==> config.mk <==
export PLATFORM = sky130hd
export DESIGN_NAME = p_decoder
export DESIGN_NICKNAME = d
export VERILOG_FILES = /design/src/rtl/p_decoder_pkg.sv /design/src/rtl/p_decoder_outst_cnt.sv /design/src/rtl/p_decoder.sv
export SDC_FILE = /design/constraint.sdc
export NUM_CORES = 1
export LEC_CHECK = 0
export ABC_AREA = 1
export CORE_MARGIN = 2
export CORE_UTILIZATION = 25
export DETAILED_ROUTE_END_ITERATION = 6
export MAX_ROUTING_LAYER = met4
export PLACE_DENSITY = 0.91
export SLEW_MARGIN = 20
export SYNTH_ARGS = -nofsm -noshare
export SYNTH_HDL_FRONTEND = slang
export SYNTH_SLANG_ARGS = --single-unit
==> constraint.sdc <==
create_clock -name AXI_CLK_i -period 3.4 [get_ports AXI_CLK_i]
set_input_delay 0.51 -clock AXI_CLK_i [delete_from_list [all_inputs] [get_ports AXI_CLK_i]]
set_output_delay 0.51 -clock AXI_CLK_i [all_outputs]
set_load 0.02 [all_outputs]
==> src/rtl/p_decoder_pkg.sv <==
// Shared types and helpers for the request-side 1-to-2 address decoder.
package p_decoder_pkg;

  // Decoder FSM states, tracking outstanding traffic toward one slave.
  typedef enum logic [1:0] {
    IDLE  = 2'd0,
    BUSY  = 2'd1,
    FULL  = 2'd2,
    DRAIN = 2'd3
  } dec_state_e;

  // Slave index: 0 = default slave, 1 = address-matched slave.
  typedef logic tgt_t;

  // Width of a counter that must hold 0..max_outst inclusive.
  function automatic int cnt_width(input int max_outst);
    return $clog2(max_outst + 1);
  endfunction

endpackage

==> src/rtl/p_decoder_outst_cnt.sv <==
// Up/down saturating counter of outstanding requests.
// A simultaneous inc and dec leaves the count unchanged.
module outst_cnt
  import p_decoder_pkg::*;
#(
  parameter int MAX_OUTST = 4,
  parameter int CNT_W     = cnt_width(MAX_OUTST)
) (
  input  logic             clk,
  input  logic             rst_n,
  input  logic             inc_i,
  input  logic             dec_i,
  output logic [CNT_W-1:0] cnt_o,
  output logic             zero_o,
  output logic             full_o
);

  localparam logic [CNT_W-1:0] CNT_MAX = CNT_W'(MAX_OUTST);

  logic [CNT_W-1:0] cnt_q, cnt_d;

  // Next count: step only on a lone inc or dec, clamped to 0..MAX_OUTST.
  always_comb begin
    // NOTE: every always_comb output gets a default first so no path leaves it unassigned (no latch).
    cnt_d = cnt_q;
    if (inc_i && !dec_i && cnt_q != CNT_MAX) begin
      cnt_d = cnt_q + CNT_W'(1);
    end else if (dec_i && !inc_i && cnt_q != '0) begin
      cnt_d = cnt_q - CNT_W'(1);
    end
  end

  // Count register.
  always_ff @(posedge clk or negedge rst_n) begin
    // NOTE: state registers use non-blocking assignments so every flop samples pre-edge values.
    if (!rst_n) begin
      cnt_q <= '0;
    end else begin
      cnt_q <= cnt_d;
    end
  end

  assign cnt_o  = cnt_q;
  assign zero_o = (cnt_q == '0);
  assign full_o = (cnt_q == CNT_MAX);

endmodule

==> src/rtl/p_decoder.sv <==
// Request-side 1-to-2 address decoder. Steers one master's requests to
// slave 0 or 1 by address. It never switches slave while responses from
// the current slave are outstanding, so per-master response order holds.
module p_decoder
  import p_decoder_pkg::*;
#(
  parameter int                DATA_SIZE = 32,
  parameter int                ADDR_W    = 32,
  parameter logic [ADDR_W-1:0] SLV1_BASE = 32'h1000_0000,
  parameter logic [ADDR_W-1:0] SLV1_MASK = 32'hF000_0000,
  parameter int                MAX_OUTST = 4
) (
  input  logic                 AXI_CLK_i,
  input  logic                 AXI_RSTn_i,
  input  logic [DATA_SIZE-1:0] in,
  input  logic [ADDR_W-1:0]    in_addr,
  input  logic                 in_valid,
  output logic                 in_grant,
  output logic [DATA_SIZE-1:0] out0,
  output logic [DATA_SIZE-1:0] out1,
  output logic                 out0_valid,
  output logic                 out1_valid,
  input  logic                 out0_grant,
  input  logic                 out1_grant,
  input  logic                 rsp0_done,
  input  logic                 rsp1_done,
  output logic                 sel,
  output logic                 busy,
  output logic                 err
);

  localparam int               CNT_W   = cnt_width(MAX_OUTST);
  localparam logic [CNT_W-1:0] CNT_MAX = CNT_W'(MAX_OUTST);

  dec_state_e       state_q, state_d;
  tgt_t             cur_tgt_q, cur_tgt_d;
  logic             err_q, err_d;
  tgt_t             tgt;
  logic [CNT_W-1:0] cnt, cnt_next;
  logic             cnt_zero, cnt_full;
  logic             blocked, switch_req, accept;
  logic             done_cur, done_ok, done_bad;

  // Address decode: a masked match selects slave 1, anything else slave 0.
  assign tgt = ((in_addr & SLV1_MASK) == SLV1_BASE);
  assign sel = tgt;

  // A request to the other slave must wait until the current slave drains.
  assign switch_req = in_valid && !cnt_zero && (tgt != cur_tgt_q);
  assign blocked    = (!cnt_zero && (tgt != cur_tgt_q)) || cnt_full;

  // Valids and grant are gated directly by reset so they drop immediately.
  assign out0_valid = AXI_RSTn_i && in_valid && (tgt == 1'b0) && !blocked;
  assign out1_valid = AXI_RSTn_i && in_valid && (tgt == 1'b1) && !blocked;
  assign in_grant   = (out0_valid && out0_grant) || (out1_valid && out1_grant);
  assign accept     = in_valid && in_grant;

  // Only a completion from the current slave with work pending counts.
  assign done_cur = cur_tgt_q ? rsp1_done : rsp0_done;
  assign done_ok  = done_cur && !cnt_zero;
  assign done_bad = cnt_zero ? (rsp0_done || rsp1_done)
                             : (cur_tgt_q ? rsp0_done : rsp1_done);

  assign out0 = in;
  assign out1 = in;
  assign busy = !cnt_zero;
  assign err  = err_q;

  outst_cnt #(
    .MAX_OUTST (MAX_OUTST),
    .CNT_W     (CNT_W)
  ) u_outst_cnt (
    .clk    (AXI_CLK_i),
    .rst_n  (AXI_RSTn_i),
    .inc_i  (accept),
    .dec_i  (done_ok),
    .cnt_o  (cnt),
    .zero_o (cnt_zero),
    .full_o (cnt_full)
  );

  // Count the counter will hold after this edge; drives FSM transitions.
  always_comb begin
    cnt_next = cnt;
    if (accept && !done_ok) begin
      cnt_next = cnt + CNT_W'(1);
    end else if (done_ok && !accept) begin
      cnt_next = cnt - CNT_W'(1);
    end
  end

  // FSM next state: occupancy picks IDLE/BUSY/FULL, a held switch picks DRAIN.
  always_comb begin
    state_d = state_q;
    case (state_q)
      IDLE: begin
        if (accept) begin
          state_d = (cnt_next == CNT_MAX) ? FULL : BUSY;
        end
      end
      default: begin
        if (cnt_next == '0) begin
          state_d = IDLE;
        end else if (cnt_next == CNT_MAX) begin
          state_d = FULL;
        end else if (switch_req) begin
          state_d = DRAIN;
        end else begin
          state_d = BUSY;
        end
      end
    endcase
  end

  // Current target follows each accepted request; err is sticky until reset.
  always_comb begin
    cur_tgt_d = accept ? tgt : cur_tgt_q;
    err_d     = err_q | done_bad;
  end

  // State, current target and error flag registers.
  always_ff @(posedge AXI_CLK_i or negedge AXI_RSTn_i) begin
    if (!AXI_RSTn_i) begin
      state_q   <= IDLE;
      cur_tgt_q <= 1'b0;
      err_q     <= 1'b0;
    end else begin
      state_q   <= state_d;
      cur_tgt_q <= cur_tgt_d;
      err_q     <= err_d;
    end
  end

endmodule

==> impl_metrics.ini <==
[synthesis]
avgSynthCellArea_sq_um = 7.57
syn_nets = 197
syn_area_sq_um = 946
ys_seq_elements = 5
netlist_instances = 125
synthDistinctLibCells = 20
yosysSeqAreaShare = 0.132
yosysWarningCount = 0

[timing]
clock.fmax_ghz = 0.363
setup_viol = 0
timing.setup.tns_ns = 0
period_needed_ns = 2.75
slew_headroom = 0.849
fin_crit_sh = 0.809
skew_ns = 0.000374
slew_violations = 0
grt_setup_unrepaired = no
tightest_slew_ns = 0.226
hold_viol = 0

[die]
fp-row-count = 22
io_pins = 141
dieHeight_um = 65.5
floorplan.initialDensity = 0.258
core-area_sq_um = 3660
die_x_um = 65.5
die_area_sq_um = 4290

[layout]
syn2layout_area_growth_pct = -22.0
fin_cells = 130
final_nets = 155
antenna_cells = 0
fillers = 410
drive_above_1_share = 0.220
stdcell_area_sq_um = 738
fin_util = 0.202

[cts]
clock_latency_ns = 0.22
cts.repair.resized = 0
clkTransAtPathRegs_ns = 0.03
cts_sinks = 5
holdBufCountCts = 0
numCtsBuffers = 3
max-clock-path-buffers = 2
cts_setup_buffers = 0
htree_levels = 1
tritoncts = yes
root_buffer = clkbuf_8

[global_route]
antenna_found_initial = 0
grt_overflow = 0
grt_start_max_net_pins = 6
grt_usage = 0.0616
grt_pass1_wl_mm = 1.95
first_global_vias = 510

[worst_hold_path]
worst_hold_path.endpoint = err
hold_path_class = reg2reg
hold_start = err
hold_depth = 2

[pwr]
p_per_area_nw_per_um2 = 629
p_leak_nw = 0.348
power_uw = 464
vdd_drop_max_uv = 90.0

[drt]
vias = 459
drtAntennaViolNets = 0
routed_wirelength_mm = 1.18
dr.pass1.iters = 4
drc = 0
vias_per_cell = 3.53
first_iter_violations = 5
wl_per_cell_um = 9.08

[job]
drv_cap = 0

[place]
dp_hpwl_mm = 1.03
postPlaceCellArea_sq_um = 693
numPlacedInstances = 126
place.gp.congestion = 0.788
portBuffers = 16

[worst_setup_path]
cp.required_ns = 2.89
startpoint_type = primary input
timing.reg2reg.setup_slack_ns = 1.39
rr_worst_depth = 12
arrival_ns = 2.24
crit_fanout = 4
endpoint_kind = output port
r2r-start = u_outst_cnt.cnt_o[0]
crit_type = in2out
timing.rr.end = u_outst_cnt.cnt_o[2]

[status]
status = finished, final reports clean
-- per-layer routing --
layer	GRT usage	up-vias	wire length, um	share of wire
met5	-	-	0	0
met4	0.0677	0	29	0.025
met3	0.0274	6	158	0.13
met2	0.0969	17	570	0.48
met1	0.0511	205	423	0.36
li1	-	231	-	-
-- cells in the mapped netlist (all sizes together) --
master / number / area share
o21ai: 3 / 0.016
nand3: 6 / 0.050
and2: 1 / 0.0079
a21oi: 2 / 0.011
inv: 12 / 0.048
nand4: 2 / 0.020
buf: 64 / 0.51
nor2: 7 / 0.052
fa: 1 / 0.021
dfrtp: 5 / 0.13
a21boi: 1 / 0.020
xor2: 1 / 0.0093
nand2: 20 / 0.11
-- logic make-up (layout without fill, tap and decap cells) --
group,after synthesis,count (layout),share of synthesized area
buffers and inverters,76,33,0.556
AND/OR/NAND/NOR,36,36,0.235
AO/OA/AOI/OAI,6,6,0.0463
flip-flops,5,5,0.132
adder cells (fa/ha/maj),1,1,0.0212
XOR/XNOR,1,1,0.00926
-- registers in the layout, indices dropped and copies added (netlist names) --
signal             flops
cur_tgt_q              1
err                    1
u_outst_cnt.cnt_o      3
-- cell type report --
class	count	area (sq um)	share of cell area
Multi-Input combinational cell	44	295	0.400
Inverter	12	45.0	0.0610
Sequential cell	5	125	0.169
Timing Repair Buffer	17	168	0.227
Tap cell	48	60.1	0.0814
Clock buffer	4	45.0	0.0610
-- stage by stage --
step           worst slack [ns]  hold WS [ns]
2_1_floorplan              1.45         0.214
5_1_grt                   0.525         0.532
4_1_cts                   0.620         0.492
3_5_place_dp              0.621         0.483
6_report                  0.649         0.486
3_3_place_gp              0.651         0.486
-- cell usage in the layout, fill, tap and decap left out, drive strengths merged --
cell type / netlist / layout
nand2: 20 / 20
clkdlybuf4s50: 0 / 16
inv: 12 / 12
nor2: 7 / 7
nand3: 6 / 6
dfrtp: 5 / 5
clkbuf: 0 / 4
o21ai: 3 / 3
a21oi: 2 / 2
nand4: 2 / 2
a21boi: 1 / 1
and2: 1 / 1
xor2: 1 / 1
fa: 1 / 1
buf: 64 / 1
-- worst max-delay path: stages --
cell and delay (ns):
clkdlybuf4s50_1 0.51, nand2_1 0.10, inv_1 0.06, nand2_1 0.06, nor2_2 0.17, nand3_4 0.11
nand2_4 0.10, clkdlybuf4s50_1 0.62
-- worst max path at each step --
stage | start | to | slack [ns] | depth (start not counted)
2_1_floorplan | in_addr[28] | u_outst_cnt.cnt_o[2] | 1.45 | 13
3_3_place_gp | in_addr[28] | in_grant | 0.65 | 8
3_5_place_dp | AXI_RSTn_i | in_grant | 0.62 | 8
4_1_cts | AXI_RSTn_i | in_grant | 0.62 | 8
5_1_grt | in_addr[28] | in_grant | 0.53 | 8
6_report | AXI_RSTn_i | in_grant | 0.65 | 8
-- power by group --
| group | switching (mW) | internal (mW) | leakage [nW] |
|---|---|---|---|
| sequential | 0.0274 | 0.0839 | 0.0579 |
| combinational | 0.141 | 0.105 | 0.267 |
| clock | 0.0264 | 0.0802 | 0.0228 |
| total | 0.195 | 0.269 | 0.348 |
Note: power is estimated with default switching activity, not from simulation.
